$ cat src/rtl/seg_scan_ctrl_if.sv
// Bus between a scan-controller client and seg_scan_ctrl: data/strobe inputs plus decoder/digit drive.
interface seg_scan_ctrl_if #(
    parameter int unsigned NDIG = 4
);
    logic                en;
    logic                load;
    logic [4*NDIG-1:0]   data_in;
    logic [NDIG-1:0]     dp_in;
    logic                lz_en;
    logic [3:0]          nibble;
    logic                seg_blank;
    logic [NDIG-1:0]     dig_en;
    logic                dp;
    logic                frame_done;

    modport master (
        output en, load, data_in, dp_in, lz_en,
        input  nibble, seg_blank, dig_en, dp, frame_done
    );

    modport slave (
        input  en, load, data_in, dp_in, lz_en,
        output nibble, seg_blank, dig_en, dp, frame_done
    );
endinterface

$ cat src/rtl/seg_scan_ctrl.sv
// Time-multiplexed 7-segment scan controller: shadow/display double buffer, dead-time between
// digits, optional leading-zero suppression, one shared hex2seg fed through nibble/seg_blank.
module seg_scan_ctrl #(
    parameter int unsigned NDIG     = 4,
    parameter int unsigned SCAN_DIV = 50000,
    parameter int unsigned BLANK    = 16
) (
    input  logic            clk,
    input  logic            rst,
    seg_scan_ctrl_if.slave  bus
);
    localparam int unsigned DW   = 4 * NDIG;
    localparam int unsigned IW   = (NDIG > 1) ? $clog2(NDIG) : 1;
    localparam int unsigned CMAX = (SCAN_DIV > BLANK) ? SCAN_DIV : BLANK;
    localparam int unsigned CW   = (CMAX > 1) ? $clog2(CMAX) : 1;

    localparam logic [CW-1:0] BLANK_LAST = CW'(BLANK - 1);
    localparam logic [CW-1:0] SHOW_LAST  = CW'(SCAN_DIV - 1);
    localparam logic [IW-1:0] IDX_LAST   = IW'(NDIG - 1);

    typedef enum logic [1:0] {ST_IDLE, ST_BLANK, ST_SHOW} state_t;

    state_t          state, state_n;
    logic [IW-1:0]   idx, idx_n;
    logic [CW-1:0]   cnt, cnt_n;
    logic [DW-1:0]   shadow, shadow_n, disp, disp_n;
    logic [NDIG-1:0] shadow_dp, shadow_dp_n, disp_dp, disp_dp_n;
    logic            pending, pending_n;
    logic            sup;

    logic [3:0]      nibble_q, nibble_n;
    logic            blank_q, blank_n;
    logic [NDIG-1:0] dig_q, dig_n;
    logic            dp_q, dp_n;
    logic            fd_q, fd_n;

    // Next-state, buffer and registered-output computation
    always_comb begin
        state_n     = state;
        idx_n       = idx;
        cnt_n       = cnt;
        shadow_n    = shadow;
        shadow_dp_n = shadow_dp;
        pending_n   = pending;
        disp_n      = disp;
        disp_dp_n   = disp_dp;
        fd_n        = 1'b0;
        nibble_n    = 4'h0;
        blank_n     = 1'b1;
        dig_n       = '0;
        dp_n        = 1'b0;
        sup         = 1'b0;

        if (bus.load) begin
            shadow_n    = bus.data_in;
            shadow_dp_n = bus.dp_in;
            pending_n   = 1'b1;
        end

        // Commit only between frames or while dark, so a frame never mixes old and new data
        if (pending_n && ((state == ST_IDLE) || fd_q)) begin
            disp_n    = shadow_n;
            disp_dp_n = shadow_dp_n;
            pending_n = 1'b0;
        end

        case (state)
            ST_IDLE: begin
                if (bus.en) begin
                    state_n = ST_BLANK;
                    idx_n   = '0;
                    cnt_n   = '0;
                end
            end
            ST_BLANK: begin
                if (!bus.en) begin
                    state_n = ST_IDLE;
                    idx_n   = '0;
                    cnt_n   = '0;
                end else if (cnt == BLANK_LAST) begin
                    state_n = ST_SHOW;
                    cnt_n   = '0;
                end else begin
                    cnt_n = cnt + CW'(1);
                end
            end
            ST_SHOW: begin
                if (!bus.en) begin
                    state_n = ST_IDLE;
                    idx_n   = '0;
                    cnt_n   = '0;
                end else if (cnt == SHOW_LAST) begin
                    state_n = ST_BLANK;
                    cnt_n   = '0;
                    if (idx == IDX_LAST) begin
                        idx_n = '0;
                        fd_n  = 1'b1;
                    end else begin
                        idx_n = idx + IW'(1);
                    end
                end else begin
                    cnt_n = cnt + CW'(1);
                end
            end
            default: begin
                state_n = ST_IDLE;
                idx_n   = '0;
                cnt_n   = '0;
            end
        endcase

        if (state_n != ST_IDLE)
            nibble_n = disp_n[{idx_n, 2'b00} +: 4];

        // Suppression and lz_en are decided once per slot on entry to SHOW, then held
        if (state_n == ST_SHOW) begin
            if (state == ST_SHOW) begin
                blank_n = blank_q;
                dig_n   = dig_q;
                dp_n    = dp_q;
            end else begin
                sup = bus.lz_en && (idx_n != '0);
                for (int i = 0; i < NDIG; i++)
                    if ((IW'(i) >= idx_n) && (disp_n[4*i +: 4] != 4'h0))
                        sup = 1'b0;
                blank_n = sup;
                dig_n   = sup ? '0 : (NDIG'(1) << idx_n);
                dp_n    = !sup && disp_dp_n[idx_n];
            end
        end
    end

    always_ff @(posedge clk) begin
        if (rst) begin
            state     <= ST_IDLE;
            idx       <= '0;
            cnt       <= '0;
            shadow    <= '0;
            shadow_dp <= '0;
            pending   <= 1'b0;
            disp      <= '0;
            disp_dp   <= '0;
            nibble_q  <= 4'h0;
            blank_q   <= 1'b1;
            dig_q     <= '0;
            dp_q      <= 1'b0;
            fd_q      <= 1'b0;
        end else begin
            state     <= state_n;
            idx       <= idx_n;
            cnt       <= cnt_n;
            shadow    <= shadow_n;
            shadow_dp <= shadow_dp_n;
            pending   <= pending_n;
            disp      <= disp_n;
            disp_dp   <= disp_dp_n;
            nibble_q  <= nibble_n;
            blank_q   <= blank_n;
            dig_q     <= dig_n;
            dp_q      <= dp_n;
            fd_q      <= fd_n;
        end
    end

    assign bus.nibble     = nibble_q;
    assign bus.seg_blank  = blank_q;
    assign bus.dig_en     = dig_q;
    assign bus.dp         = dp_q;
    assign bus.frame_done = fd_q;
endmodule

$ cat src/flat_wrapper.sv
// flat-port wrapper written by rule: the top's interface ports become plain ports
module seg_scan_ctrl_flat 
#(
    parameter int unsigned NDIG     = 4,
    parameter int unsigned SCAN_DIV = 50000,
    parameter int unsigned BLANK    = 16
)
  (clk, rst, bus_en, bus_load, bus_data_in, bus_dp_in, bus_lz_en, bus_nibble, bus_seg_blank, bus_dig_en, bus_dp, bus_frame_done);
  seg_scan_ctrl_if #(.NDIG(NDIG)) bus_i ();
  input  logic clk;
  input  logic rst;
  input wire logic [$bits(bus_i.en)-1:0] bus_en;
  input wire logic [$bits(bus_i.load)-1:0] bus_load;
  input wire logic [$bits(bus_i.data_in)-1:0] bus_data_in;
  input wire logic [$bits(bus_i.dp_in)-1:0] bus_dp_in;
  input wire logic [$bits(bus_i.lz_en)-1:0] bus_lz_en;
  output wire logic [$bits(bus_i.nibble)-1:0] bus_nibble;
  output wire logic [$bits(bus_i.seg_blank)-1:0] bus_seg_blank;
  output wire logic [$bits(bus_i.dig_en)-1:0] bus_dig_en;
  output wire logic [$bits(bus_i.dp)-1:0] bus_dp;
  output wire logic [$bits(bus_i.frame_done)-1:0] bus_frame_done;
  assign bus_i.en = bus_en;
  assign bus_i.load = bus_load;
  assign bus_i.data_in = bus_data_in;
  assign bus_i.dp_in = bus_dp_in;
  assign bus_i.lz_en = bus_lz_en;
  assign bus_nibble = bus_i.nibble;
  assign bus_seg_blank = bus_i.seg_blank;
  assign bus_dig_en = bus_i.dig_en;
  assign bus_dp = bus_i.dp;
  assign bus_frame_done = bus_i.frame_done;
  seg_scan_ctrl #(.NDIG(NDIG), .SCAN_DIV(SCAN_DIV), .BLANK(BLANK)) u_core (.clk(clk), .rst(rst), .bus(bus_i));
endmodule
$ cat config.mk
export PLATFORM = sky130hd
export DESIGN_NAME = seg_scan_ctrl_flat
export DESIGN_NICKNAME = d
export VERILOG_FILES = /design/src/rtl/seg_scan_ctrl_if.sv /design/src/rtl/seg_scan_ctrl.sv /design/src/flat_wrapper.sv
export SDC_FILE = /design/constraint.sdc
export NUM_CORES = 1
export LEC_CHECK = 0
export BUFFER_PORTS_ARGS = -buffer_cell sky130_fd_sc_hd__buf_2
export CORE_ASPECT_RATIO = 1.1
export CORE_UTILIZATION = 45
export CTS_CLUSTER_DIAMETER = 120
export DETAILED_ROUTE_END_ITERATION = 12
export PLACE_DENSITY = 0.66
export SETUP_SLACK_MARGIN = 0.02
export SYNTH_ARGS = -nofsm -noshare
export SYNTH_HDL_FRONTEND = slang
export SYNTH_SLANG_ARGS = --single-unit
export TNS_END_PERCENT = 20
$ cat constraint.sdc
create_clock -name clk -period 2.5 [get_ports clk]
set_input_delay 0.5 -clock clk [delete_from_list [all_inputs] [get_ports clk]]
set_output_delay 0.5 -clock clk [all_outputs]
set_load 0.01 [all_outputs]
# After elaboration in Yosys (flattened, before gate mapping)

Cells that the tools add are included.

Flip-flop bits (word level): 72
Word-level logic and storage cells: 87

Shift operators: 2
Bitwise gates (word level): 5
Reductions and logical operators: 20
Muxes and demuxes: 33
Equality and inequality tests: 7
$lt $le $gt $ge: 5
$add $sub $neg: 2

Operators with widths:

| kind                                                              | count |
|---|---|
| two-way mux 16 bit                                                | 7 |
| one-hot mux 16 bit (3 select lines)                               | 1 |
| two-way mux 2 bit                                                 | 10 |
| adder 16 x 1 -> 16 bit (second input constant)                    | 1 |
| == test 16 bit (second input constant)                            | 1 |
| == test 16 x 4 -> 1 bit (second input constant)                   | 1 |
| nonzero test 4 bit                                                | 4 |
| indexed part select 16 x 5 -> 4 bit                               | 1 |
| two-way mux 4 bit                                                 | 3 |
| one-hot mux 2 bit (3 select lines)                                | 2 |
| two-way mux 1 bit                                                 | 9 |
| logical AND 1 bit                                                 | 7 |
| == test 2 bit (second input constant)                             | 3 |
| OR reduction 2 bit                                                | 3 |
| inverter 1 bit                                                    | 5 |
| greater-or-equal comparator 1 x 2 -> 1 bit (first input constant) | 2 |
| greater-or-equal comparator 2 bit (first input constant)          | 2 |
| nonzero test 2 bit                                                | 2 |
| OR reduction 4 bit                                                | 1 |
| << shifter 1 x 2 -> 4 bit (first input constant)                  | 1 |
| less-than comparator 2 x 3 -> 1 bit (second input constant)       | 1 |
| adder 2 x 1 -> 2 bit (second input constant)                      | 1 |
| binary-select mux 1 bit (select 2 bit)                            | 1 |
| == test 2 x 1 -> 1 bit (second input constant)                    | 1 |
| 4 further kinds                                                   | 4 |

# Longest topological paths before layout

Depth in word-level cells: 15
Depth in mapped cells: 11
Mapped depth without buffers: 9

# Worst setup path after synthesis

OpenSTA, ideal clock, no wires.

Path type: input to register
Start point: input port bus_load
End point: register u_core.blank_q, in the netlist u_core.bus.seg_blank
Setup slack: -55 ps
Cell stages on the path: 10
Library setup time: 70 ps
Path buffers: 3
Arrival: 2,485 ps
Required time: 2,430 ps
Cells stage by stage: clkbuf_1 > o22a_1 > clkbuf_1 > buf_1 > mux2i_1 > nand3_1 > nor2_1 > o221ai_2 > and2_0 > o21bai_1

Cells in the longest elaborated chain, start to end: 11

RTL lines:

| element                         | line                 | RTL |
|---|---|---|
| from (decl)                     | flat_wrapper.sv:13   | `input wire logic [$bits(bus_i.load)-1:0] bus_load;` |
| two-way mux 1 bit               | seg_scan_ctrl.sv:54  | `if (bus.load) begin` |
| logical AND 1 bit               | seg_scan_ctrl.sv:61  | `if (pending_n && ((state == ST_IDLE) \|\| fd_q)) begin` |
| two-way mux 16 bit (*)          | seg_scan_ctrl.sv:61  |  |
| nonzero test 4 bit              | seg_scan_ctrl.sv:124 | `if ((IW'(i) >= idx_n) && (disp_n[4*i +: 4] != 4'h0))` |
| logical AND 1 bit               | seg_scan_ctrl.sv:124 |  |
| two-way mux 1 bit (3 in series) | seg_scan_ctrl.sv:124 |  |
| two-way mux 1 bit (*)           | seg_scan_ctrl.sv:124 |  |
| two-way mux 1 bit (*)           | seg_scan_ctrl.sv:117 | `if (state == ST_SHOW) begin` |
| two-way mux 1 bit (*)           | seg_scan_ctrl.sv:116 | `if (state_n == ST_SHOW) begin` |
| to (signal assigned)            | seg_scan_ctrl.sv:158 | `blank_q <= blank_n;` |
| to (decl)                       | seg_scan_ctrl.sv:32  | `logic blank_q, blank_n;` |

Every way passes the cells marked *; elsewhere a longest branch is shown, timed or not. The select of a mux whose other input is x is not followed.
A chain may end at the register's enable or synchronous reset.

# Worst setup path after layout

Start point: register u_core.cnt[5]
End point: register u_core.dp_q, in the netlist u_core.bus.dp

Cells in the longest elaborated chain, start to end: 14

RTL lines:

| element                                                                          | line                                       | RTL |
|---|---|---|
| from (decl)                                                                      | seg_scan_ctrl.sv:25                        | `logic [CW-1:0] cnt, cnt_n;` |
| from (signal assigned)                                                           | seg_scan_ctrl.sv:151                       | `cnt <= cnt_n;` |
| == test 16 bit                                                                   | seg_scan_ctrl.sv:92                        | `end else if (cnt == SHOW_LAST) begin` |
| two-way mux 2 bit                                                                | seg_scan_ctrl.sv:92                        |  |
| two-way mux 2 bit                                                                | seg_scan_ctrl.sv:88                        | `if (!bus.en) begin` |
| one-hot mux 2 bit (3 select lines)                                               | seg_scan_ctrl.sv:67                        | `case (state)` |
| greater-or-equal comparator 1 x 2 -> 1 bit or nonzero test 2 bit (tied branches) | seg_scan_ctrl.sv:124, seg_scan_ctrl.sv:122 |  |
| logical AND 1 bit, on equally long branches                                      | seg_scan_ctrl.sv:124, seg_scan_ctrl.sv:122 |  |
| two-way mux 1 bit (4 in series)                                                  | seg_scan_ctrl.sv:124                       |  |
| two-way mux 1 bit                                                                | seg_scan_ctrl.sv:117                       |  |
| two-way mux 1 bit                                                                | seg_scan_ctrl.sv:116                       |  |
| logical NOT 1 bit                                                                | seg_scan_ctrl.sv:128                       | `dp_n = !sup && disp_dp_n[idx_n];` |
| logical AND 1 bit                                                                | seg_scan_ctrl.sv:128                       |  |
| to (signal assigned)                                                             | seg_scan_ctrl.sv:160                       | `dp_q <= dp_n;` |
| to (decl)                                                                        | seg_scan_ctrl.sv:34                        | `logic dp_q, dp_n;` |

Several ways; a longest one is shown, not always the timed one. The select of a mux whose other input is x is not followed.

==> impl_metrics.yaml <==
clock_tree:
  clockRootBuffer: "clkbuf_8"
  clock_latency_ps: 340
  htreeDepth: 3
  cts_sinks: 72
  clk_pin_slew_ps: 80
  cts_buffer_depth: 2
  cts_tree: "done"
  numCtsBuffers: 9
synthesis:
  synth_compound_area_share_pct: 11.2
  ys_warn_count: 0
  synth.avg_cell_area_sq_um: 8.99
  synth.cell_area_sq_um: 3290
  synthMuxAreaShare_pct: 13.2
  syn_inst: 366
  synth-edff-count: 0
  ys_types: 54
  synthAdderAreaFrac_pct: 2.28
  synthSimpleGateAreaFrac_pct: 23.5
  yosys.area_share.xor_xnor_pct: 2.93
  synth-seq-cells: 72
  syn_nets: 397
  async_reset_ff_share_pct: 0
  synthFlopType: "dfxtp_1"
  synth_top_family_by_area: "simple AND/OR/NAND/NOR gates"
  ys_seq_area_share_pct: 43.8
place:
  routabilityCongestion: 0.804
  port_buffers: 35
  pre_cts_slack_ps: -109
  dp_hpwl_mm: 5.18
grt:
  antenna_found_initial: 0
  grt_start_max_net_pins: 44
  grt_pass1_wl_mm: 12.1
  grt.overflow.total: 0
  gr-usage-all-layers_pct: 19.8
  grt_pass1_vias: 2740
die:
  die_x_um: 83.5
  start_util_pct: 46.7
  rows: 32
  dieArea_sq_um: 7660
  fp.dieH_um: 91.7
  ioPinCount: 36
  core-area_sq_um: 7050
cells_and_area:
  antenna-diode-count: 0
  utilization_pct: 57.1
  mostFrequentLayoutCells: "74 x nor2_1, 71 x dfxtp_1, 35 x buf_2"
  multi_input_area_sq_um: 1810
  area_growth_pct: 22.3
  drive_above_1_share_pct: 27.5
  fillers: 633
  ff_latch_area_sq_um: 1440
  nNetsFinal: 459
  final_common_cell: "nor2_1"
setup_path:
  critPathKind: "reg -> reg"
  cp.required_ps: 2770
  critical_path_arrival_ps: 2830
  worstSetupEndpointType: "flop"
  crit_fanout: 7
  critPathLaunchType: "flop"
run:
  maxCapViolations: 0
run_status:
  status: "complete, but fails checks"
  violations: "negative setup slack"
timing:
  whs_ps: 420
  slew_violations: 0
  rsz0062_at_grt: "true"
  period_needed_ps: 2560
  fin_skew_ps: 7.67
  worst_slew_pin_slew_ps: 522
  hold_viol_final: 0
  max_freq_ghz: 0.391
  maxSlewHeadroom_pct: 65.1
  timing.final.crit_share_pct: 102
  finalWorstSetupSlack_ps: -59.4
  setup_violations: 6
drt:
  post_drt_wl_per_cell_um: 13.8
  vias: 2718
  ant_nets: 0
  routed_wl_mm: 7.17
  drc_errors: 0
  drt-pass1-iter-count: 4
  first_iter_violations: 113
  via_per_inst: 5.25
power_and_ir_drop:
  powerDensity_nw_per_um2: 598
  ir_drop_uv: 457
  leakage_nw: 1.70
min_path:
  hp-class: "in -> reg"
==> final timing paths <==
| path | start | endpoint | slack [ps] | cells after the start |
|---|---|---|---|---|
| worst max-delay path | u_core.cnt[5] | u_core.bus.dp | -60 | 7 |
| worst min-delay path | bus_data_in[0] | u_core.shadow[0] | 420 | 3 |
| worst max register to register | u_core.cnt[5] | u_core.bus.dp | -60 | 7 |
| worst min register to register | u_core.bus.dig_en[0] | u_core.bus.dig_en[0] | 460 | 2 |
==> registers in the layout, indices dropped and copies added, names as in the netlist <==
signal,flops
u_core.bus.nibble,4
u_core.bus.seg_blank,1
u_core.disp_dp,4
u_core.pending,1
u_core.cnt,16
u_core.idx,2
u_core.bus.frame_done,1
u_core.disp,16
u_core.shadow,16
u_core.state,2
u_core.shadow_dp,4
u_core.bus.dig_en,4
u_core.bus.dp,1
==> power by group <==
group / switching [W] / internal [W] / total [W]
Clock: 0.000431 / 0.000487 / 0.000917
Combinational: 0.000157 / 0.000128 / 0.000284
Sequential: 0.0000150 / 0.00119 / 0.00121
Total: 0.000602 / 0.00181 / 0.00241
==> per-stage QoR <==
stage                     power, W  instance area (sq um)  cells  TNS [ps]
after global placement     0.00150                   3740    500      -136
after detailed placement   0.00151                   3740    500      -322
final                      0.00241                   4020    518      -202
after CTS                  0.00242                   3980    518      -310
after floorplan            0.00141                   3300    366         0
after global routing       0.00251                   4020    518     -1320
==> cell families after synthesis <==
logic type                 count (synthesis)
and+or+nand+nor                          161
DFF                                       72
AOI/OAI and AO/OA                         53
muxes                                     40
buffers and inverters                     23
xor gates and xnor gates                  11
adders and majority gates                  6
==> cell usage after synthesis, types with 4 or more instances <==
cell type / number / area [sq um]
a22oi_1: 4 / 30.0
ha_1: 6 / 75.1
nand3_1: 8 / 40.0
a211oi_1: 6 / 45.0
nor2b_1: 15 / 93.8
dfxtp_1: 72 / 1440
nor2_1: 79 / 297
and2_1: 5 / 31.3
xnor2_1: 8 / 70.1
nor3_1: 11 / 55.1
nand4_1: 4 / 25.0
mux2i_1: 26 / 260
nand2_1: 18 / 67.6
a21oi_1: 17 / 85.1
clkbuf_1: 12 / 45.0
mux2_2: 12 / 135
inv_1: 5 / 18.8
o21ai_0: 6 / 30.0
and3_1: 4 / 25.0
==> metal layers <==
metal	up-vias	share of wire, %	global-route usage, %
li1	1400	-	-
met1	1276	45	22.7
met4	0	1.7	8.62
met3	10	2.6	4.41
met5	-	0	0
met2	32	51	35.2
==> cell type report <==
type | instances | area share, %
repair buffers | 69 | 11.1
flip-flops and latches | 72 | 35.9
multi-input cells | 271 | 45.0
clock buffers | 11 | 3.51
clock inverters | 5 | 1.40
inverters | 5 | 0.466
well taps | 85 | 2.64
==> worst max-delay path, stage by stage, from the launching register on <==
cell	delay, ps
dfxtp_1	310
or4b_4	540
or4_4	610
mux2i_4	280
mux2_4	330
mux2i_2	190
mux2i_1	120
o22ai_1	110
==> what timing repair did <==
item                                    in CTS  in global routing
pin swaps                                    7                  3
hold buffers                                 0                  0
endpoints found under the setup margin       8                 24
resized for setup                            7                 10
cloned                                       0                  0
setup buffers                                2                  0
(Power assumes the default switching activity.)
